$ cat src/rtl/snake_pkg.sv
// Shared Snake-game definitions: draw scheduler states and screen/block geometry.
package snake_pkg;

  typedef enum logic [1:0] {
    IDLE  = 2'd0,
    DRAW  = 2'd1,
    FLUSH = 2'd2,
    DONE  = 2'd3
  } state_t;

  localparam int X_W       = 8;
  localparam int Y_W       = 7;
  localparam int BLOCK_PIX = 16;
  localparam int SCREEN_W  = 160;
  localparam int SCREEN_H  = 120;

endpackage

$ cat src/rtl/draw_sched_arb.sv
// Combinational requester arbiter: fixed priority (lowest index wins), or
// round-robin starting after last_winner when DRAW_SCHED_RR_EN is defined.
module draw_sched_arb #(
  parameter int N_REQ = 3,
  parameter int IDX_W = (N_REQ > 1) ? $clog2(N_REQ) : 1
) (
  input  logic [N_REQ-1:0] req,
  input  logic [IDX_W-1:0] last_winner,
  output logic [N_REQ-1:0] grant,
  output logic [IDX_W-1:0] grant_idx,
  output logic             any_req
);

  logic [IDX_W-1:0] cand;

  assign any_req = |req;

`ifdef DRAW_SCHED_RR_EN
  // Walk offsets from farthest to nearest so the requester right after
  // last_winner is the final (winning) assignment.
  always_comb begin
    grant_idx = '0;
    cand      = '0;
    for (int k = N_REQ; k >= 1; k--) begin
      cand = IDX_W'((int'(last_winner) + k) % N_REQ);
      if (req[cand]) begin
        grant_idx = cand;
      end
    end
  end
`else
  logic unused_last;
  assign unused_last = ^last_winner;

  always_comb begin
    grant_idx = '0;
    cand      = '0;
    for (int i = N_REQ - 1; i >= 0; i--) begin
      cand = IDX_W'(i);
      if (req[cand]) begin
        grant_idx = cand;
      end
    end
  end
`endif

  assign grant = any_req ? (N_REQ'(1) << grant_idx) : '0;

endmodule

$ cat src/rtl/draw_sched.sv
// Snake block-draw scheduler: arbitrates requesters, drives 16 datapath go
// cycles per 4x4 block, plot one cycle behind. Optional DRAW_SCHED_RR_EN.
module draw_sched
  import snake_pkg::*;
#(
  parameter int N_REQ     = 3,
  parameter int COLOUR_W  = 3,
  parameter int BLOCK_PIX = snake_pkg::BLOCK_PIX
) (
  input  logic                      clk,
  input  logic                      reset_n,
  input  logic [N_REQ-1:0]          req,
  input  logic [X_W*N_REQ-1:0]      req_x,
  input  logic [Y_W*N_REQ-1:0]      req_y,
  input  logic [COLOUR_W*N_REQ-1:0] req_colour,
  output logic [N_REQ-1:0]          done,
  output logic                      busy,
  output logic                      dp_go,
  output logic [X_W-1:0]            dp_x_in,
  output logic [Y_W-1:0]            dp_y_in,
  output logic [COLOUR_W-1:0]       colour,
  output logic                      plot
);

  localparam int IDX_W = (N_REQ > 1) ? $clog2(N_REQ) : 1;
  localparam int CNT_W = (BLOCK_PIX > 1) ? $clog2(BLOCK_PIX) : 1;

  state_t                state_q, state_d;
  logic [CNT_W-1:0]      cnt_q, cnt_d;
  logic [N_REQ-1:0]      winner_q, winner_d;
  logic [IDX_W-1:0]      last_q, last_d;
  logic [X_W-1:0]        x_q, x_d;
  logic [Y_W-1:0]        y_q, y_d;
  logic [COLOUR_W-1:0]   colour_q, colour_d;
  logic                  plot_q, plot_d;

  logic [X_W-1:0]        slice_x      [N_REQ];
  logic [Y_W-1:0]        slice_y      [N_REQ];
  logic [COLOUR_W-1:0]   slice_colour [N_REQ];

  logic [N_REQ-1:0]      grant;
  logic [IDX_W-1:0]      grant_idx;
  logic                  any_req;

  for (genvar gi = 0; gi < N_REQ; gi++) begin : g_slice
    assign slice_x[gi]      = req_x[X_W*gi +: X_W];
    assign slice_y[gi]      = req_y[Y_W*gi +: Y_W];
    assign slice_colour[gi] = req_colour[COLOUR_W*gi +: COLOUR_W];
  end

  draw_sched_arb #(
    .N_REQ (N_REQ),
    .IDX_W (IDX_W)
  ) u_arb (
    .req         (req),
    .last_winner (last_q),
    .grant       (grant),
    .grant_idx   (grant_idx),
    .any_req     (any_req)
  );

  always_comb begin
    state_d  = state_q;
    cnt_d    = cnt_q;
    winner_d = winner_q;
    last_d   = last_q;
    x_d      = x_q;
    y_d      = y_q;
    colour_d = colour_q;
    // plot tracks the datapath's registered x/y, one cycle behind dp_go
    plot_d   = (state_q == DRAW);

    case (state_q)
      IDLE: begin
        if (any_req) begin
          winner_d = grant;
          last_d   = grant_idx;
          x_d      = slice_x[grant_idx];
          y_d      = slice_y[grant_idx];
          colour_d = slice_colour[grant_idx];
          state_d  = DRAW;
        end
      end
      DRAW: begin
        if (cnt_q == CNT_W'(BLOCK_PIX - 1)) begin
          cnt_d   = '0;
          state_d = FLUSH;
        end else begin
          cnt_d = cnt_q + CNT_W'(1);
        end
      end
      FLUSH:   state_d = DONE;
      DONE:    state_d = IDLE;
      default: state_d = IDLE;
    endcase
  end

  always_ff @(posedge clk) begin
    if (!reset_n) begin
      state_q  <= IDLE;
      cnt_q    <= '0;
      winner_q <= '0;
      last_q   <= IDX_W'(N_REQ - 1);
      x_q      <= '0;
      y_q      <= '0;
      colour_q <= '0;
      plot_q   <= 1'b0;
    end else begin
      state_q  <= state_d;
      cnt_q    <= cnt_d;
      winner_q <= winner_d;
      last_q   <= last_d;
      x_q      <= x_d;
      y_q      <= y_d;
      colour_q <= colour_d;
      plot_q   <= plot_d;
    end
  end

  assign dp_go   = (state_q == DRAW);
  assign busy    = (state_q != IDLE);
  assign done    = (state_q == DONE) ? winner_q : '0;
  assign dp_x_in = x_q;
  assign dp_y_in = y_q;
  assign colour  = colour_q;
  assign plot    = plot_q;

endmodule

$ cat config.mk
export PLATFORM = sky130hd
export DESIGN_NAME = draw_sched
export DESIGN_NICKNAME = d
export VERILOG_FILES = /design/src/rtl/snake_pkg.sv /design/src/rtl/draw_sched_arb.sv /design/src/rtl/draw_sched.sv
export SDC_FILE = /design/constraint.sdc
export NUM_CORES = 1
export LEC_CHECK = 0
export CAP_MARGIN = 25
export CORE_MARGIN = 3
export CORE_UTILIZATION = 40
export DETAILED_ROUTE_END_ITERATION = 12
export HOLD_SLACK_MARGIN = 0.12
export PLACE_DENSITY = 0.78
export SLEW_MARGIN = 15
export SYNTH_ARGS = -nofsm -noshare
export SYNTH_HDL_FRONTEND = slang
export SYNTH_SLANG_ARGS = --single-unit
export TNS_END_PERCENT = 20
$ cat constraint.sdc
create_clock -name clk -period 1.8 [get_ports clk]
set_clock_uncertainty 0.05 [all_clocks]
set_input_delay 0.18 -clock clk [delete_from_list [all_inputs] [get_ports clk]]
set_output_delay 0.18 -clock clk [all_outputs]
set_load 0.01 [all_outputs]
* After elaboration in Yosys (flattened, before gate mapping)
Cells that the tools add are included.
Operators by class: $add $sub $neg 1, order comparisons 1, equality and inequality tests 6, shift operators 1, multiplexer cells 17, bitwise logic cells 1, reduce and logical (&&, ||, !) cells 5
Operator list (count):
- binary-select mux 8 bit (select 2 bit) | 1
- two-way mux 8 bit | 2
- binary-select mux 7 bit (select 2 bit) | 1
- two-way mux 7 bit | 2
- two-way mux 2 bit | 5
- two-way mux 3 bit | 3
- one-hot mux 2 bit (4 select lines) | 1
- binary-select mux 3 bit (select 2 bit) | 1
- adder 4 x 1 -> 4 bit, second input constant | 1
- == test 2 bit, second input constant | 2
- == test 4 bit, second input constant | 1
- two-way mux 4 bit | 1
- AND reduction 2 bit | 2
- greater-or-equal comparator 3 bit, second input constant | 1
- NOT 2 -> 3 bit | 1
- OR reduction 3 bit | 1
- left shift 1 x 2 -> 3 bit, first input constant | 1
- == test 2 x 1 -> 1 bit, second input constant | 1
- zero test 2 bit | 1
- != test 2 x 1 -> 1 bit, second input constant | 1
- != test 2 bit, second input constant | 1
- nonzero test 2 bit | 1
Storage, ports and cells: flip-flop bits (word level) 28, bits of input ports 59, output and inout bits 24, word-level logic and storage cells 39

* Depth between registers and ports, before layout
Gate-level depths: netlist (run 1).
depth in word-level cells 7, depth in mapped cells 8, mapped depth without buffers 5

* Modules after synthesis
A second synthesis (run 1) with hierarchy kept.
Second synthesis, totals: cells, all modules 176, area total of the unflattened synthesis 1600.3 sq um
Modules (own cells, without submodules):
- draw_sched | instances 1, cells each 170, area an instance 1559.0 sq um, sequential area each 600.6 sq um
- draw_sched_arb | instances 1, cells each 6, area an instance 41.3 sq um, sequential area each 0.0 sq um

* Least setup slack after synthesis (run 1)
Ideal clock, no wire load.
path type reg-to-reg, start point register state_q[0], end point register x_q[4] (netlist: dp_x_in[4]), library setup time 124 ps, data arrival time 1249 ps, required time 1626 ps, path slack 377 ps, stages on the path, launching flop included 9, path buffers 3, period minus slack after synthesis 1423 ps, cells stage by stage dfxtp_1 inv_1 ha_1 buf_2 o31a_1 buf_6 buf_6 o21ai_1 a31oi_1
Between the ends: word-level cells in the longest chain between the ends 2
Ends and longest elaborated chain:
- start: declaration | RTL line draw_sched.sv:28 | state_t state_q, state_d;
- start signal: assignment | RTL line draw_sched.sv:109 | state_q <= state_d;
- zero test 2 bit | RTL line draw_sched.sv:73 | case (state_q)
- AND reduction 2 bit (no line)
- end signal: assignment | RTL line draw_sched.sv:104 | x_q <= '0;
- end signal: assignment | RTL line draw_sched.sv:113 | x_q <= x_d;
- end: declaration | RTL line draw_sched.sv:32 | logic [X_W-1:0] x_q, x_d;
No other way between the ends. A chain may end at the register's enable or synchronous reset.

* Worst setup path after layout (run 1)
start point register state_q[1], end point output dp_go
Between the ends: word-level cells in the longest chain between the ends 1
Ends and longest elaborated chain:
- == test 2 x 1 -> 1 bit | RTL line draw_sched.sv:120 | assign dp_go = (state_q == DRAW);
- end: declaration | RTL line draw_sched.sv:18 | output logic dp_go,
No other way between the ends.

==> flow_metrics.env, run 1 <==
export IMPL_drt_pre_antenna_iters=4
export IMPL_synth_cells=203
export IMPL_synth_top_cell_area_share_pct=34.3
export IMPL_via_per_inst=5.10
export IMPL_gpl_final_weighted_congestion=0.797
export IMPL_synth_net_count=267
export IMPL_clkSinkCount=28
export IMPL_maxClockFrequency_mhz=565
export IMPL_hold_violations=0
export IMPL_final_setup_viol_count=0
export IMPL_first_global_vias=1647
export IMPL_post_route_drc_count=0
export IMPL_grtUsageTotal_pct=18.0
export IMPL_synth_top_cells_by_area="dfxtp_1 (34%), nand2_1 (9.4%), nand3b_1 (8.7%)"
export IMPL_final_period_utilization_pct=98.3
export IMPL_die_w_um=70.0
export IMPL_routed_via_count=1662
export IMPL_hold_buffers=0
export IMPL_post_dp_hpwl_mm=3.26
export IMPL_grt_first_pass_wirelength_mm=7.33
export IMPL_number_of_buffers_added_by_the_clock_tree_synthesis_step=3
export IMPL_power_density_cell_area_mw_per_mm2=1130
export IMPL_dp_cells=322
export IMPL_tritoncts="yes"
export IMPL_setup_worst_path_end_class="output pin"
export IMPL_fp_dieH_um=70.0
export IMPL_ys_warn_count=0
export IMPL_numPortBuffers=82
export IMPL_mostFrequentLayoutCells="clkdlybuf4s50_1 (81), nand2_1 (41), dfxtp_1 (26)"
export IMPL_post_synth_num_cell_types=31
export IMPL_postRouteWirelength_mm=4.46
export IMPL_leakage_uw=0.00101
export IMPL_timing_critical_path_arrival_ns=1.54
export IMPL_holdPathStages=3
export IMPL_worstSkewPairLatency_ns=0.28
export IMPL_floorplan_core_area_mm2=0.00380
export IMPL_yosys_register_bits=28
export IMPL_finish_cell_count_without_fillers=326
export IMPL_io_pins=83
export IMPL_sequential_cell_area_fraction_in_the_yosys_report_pct=34.3
export IMPL_antennaDiodeCount=0
export IMPL_post_route_cell_area_mm2=0.00258
export IMPL_timing_hold_worst_class="in2reg"
export IMPL_drt_wirelength_per_cell_um=13.7
export IMPL_placement_cell_area_mm2=0.00250
export IMPL_post_layout_net_count=343
export IMPL_syn2layout_area_growth_pct=58.0
export IMPL_worst_slew_margin_rel_pct=69.9
export IMPL_post_synth_top_area_cell="dfxtp_1"
export IMPL_overflow=0
export IMPL_ff2ff_path_depth=6
export IMPL_grt_antenna_before_repair=0
export IMPL_clockRootBuffer="clkbuf_8"
export IMPL_hold_ws_ns=0.406
export IMPL_layout_min_cycle_time_ns=1.77
export IMPL_postSynthAreaPerCell_um2=8.06
export IMPL_clock_tree_htree_level_count=1
export IMPL_core_rowCount=22
export IMPL_worst_ir_drop_vdd_mv=0.513
export IMPL_slew_viol_final=0
export IMPL_syn_cell_area_mm2=0.00164
export IMPL_max_slew_worst_pin_slew_ns=0.450
export IMPL_final_common_cell="clkdlybuf4s50_1"
export IMPL_path_clk_slew_ns=0.10
export IMPL_cap_viol_max_count=0
export IMPL_worstPathRequired_ns=1.57
export IMPL_maximum_number_of_pins_on_one_net_before_global_route_repair=37
export IMPL_worstSetupStartpointType="flip-flop"
export IMPL_initial_utilization_pct=43.1
export IMPL_unrepaired_setup_endpoints_after_global_routing="true"
export IMPL_outcome="finished, final reports clean"
export IMPL_clock_tree_buffer_depth=2
export IMPL_ant_nets=0
export IMPL_drive_gt1_share_pct=6.83
export IMPL_critical_path_class="reg2out"
export IMPL_critPathMaxFanout=9
export IMPL_dr_first_iter_drc_count=105
export IMPL_die_outline_area_mm2=0.00490
[logic make-up after synthesis]
group,share of synthesized area (%)
xor gates and xnor gates,0.535
DFF,34.3
adders and majority gates,3.82
and+or+nand+nor,23.2
AOI/OAI and AO/OA,28.3
buffers and inverters,8.72
muxes,1.22
[metrics by stage]
step | power (uW) | utilization [%] | setup TNS [ns] | setup WS [ns]
5_1_grt | 3150 | 68.1 | -0.0558 | -0.0462
4_1_cts | 2960 | 68.0 | 0 | 0.00912
3_3_place_gp | 2390 | 65.9 | 0 | 0.101
3_5_place_dp | 2410 | 65.9 | 0 | 0.0717
6_report | 2920 | 68.1 | 0 | 0.0308
2_1_floorplan | 1810 | - | 0 | 0.377
[sequential cells by signal, indices dropped and copies added, names as in the netlist]
signal	cells
state_q	2
plot	1
dp_y_in	7
colour	3
dp_x_in	8
cnt_q	4
winner_q	3
[metal layers]
layer | track usage, % | wire (um) | part of all wire [%] | vias up
met5 | 0 | 0 | 0 | -
met4 | 5.11 | 50 | 1.1 | 0
met3 | 3.88 | 307 | 6.9 | 5
met2 | 29.3 | 2070 | 46 | 55
met1 | 24.0 | 2030 | 45 | 741
li1 | - | - | - | 861
[synthesized netlist by cell type]
cell type,instances
a21o_1,18
o21ai_1,11
buf_2,6
buf_1,1
buf_6,5
nor2b_1,3
dfxtp_1,28
a21boi_0,3
nand2_1,41
inv_1,3
o211a_1,1
mux2i_1,2
nand3b_1,19
o31a_1,1
a31oi_1,18
nand2b_1,2
and2_1,5
nor2_1,1
o21ai_0,10
clkbuf_1,5
a22oi_1,3
or3_1,1
nor3_1,1
xnor2_1,1
nand3_1,1
o21bai_4,1
a211o_1,1
ha_1,5
o21ai_2,1
a21oi_1,2
buf_4,3
[final timing paths]
| path | start | end | slack (ns) |
|---|---|---|---|
| max reg2reg | state_q[1] | colour[1] | 0.35 |
| max | state_q[1] | dp_go | 0.03 |
| min | req_y[4] | dp_y_in[4] | 0.41 |
| min reg2reg | winner_q[0] | winner_q[0] | 0.44 |
[power breakdown]
part           switching [uW]  leakage (uW)  internal (uW)  total [uW]
sequential                128      0.000232            838         966
combinational             650      0.000746            793        1440
clock                     208     0.0000357            298         506
[area by class of cell]
class                   count  area [um2]
clock buffers               3        41.3
clock inverters             1        30.0
fillers                   356        1210
inverters                   3        11.3
multi-input cells         152         938
flip-flops and latches     28         563
well taps                  48        60.1
repair buffers             91         941
[critical path, stage by stage, from the launching register on]
cell	delay, ns
dfxtp_2	0.35
inv_1	0.08
ha_2	0.27
clkdlybuf4s50_1	0.56
[repair_timing]
action	CTS	global route
resized for setup	4	1
setup buffers	0	0
hold endpoints to repair	0	0
endpoints found under the setup margin	5	4
Note: power is estimated with default switching activity, not from simulation.
==> inputs of run 2 (changes only) <==
--- a/config.mk
+++ b/config.mk
@@ -11,7 +11,7 @@
 export DETAILED_ROUTE_END_ITERATION = 12
 export HOLD_SLACK_MARGIN = 0.12
 export PLACE_DENSITY = 0.78
-export SLEW_MARGIN = 15
+export SLEW_MARGIN = 5
 export SYNTH_ARGS = -nofsm -noshare
 export SYNTH_HDL_FRONTEND = slang
 export SYNTH_SLANG_ARGS = --single-unit
==> results of run 2 <==
No change in the layout: final DEF, timing and power equal those of run 1.
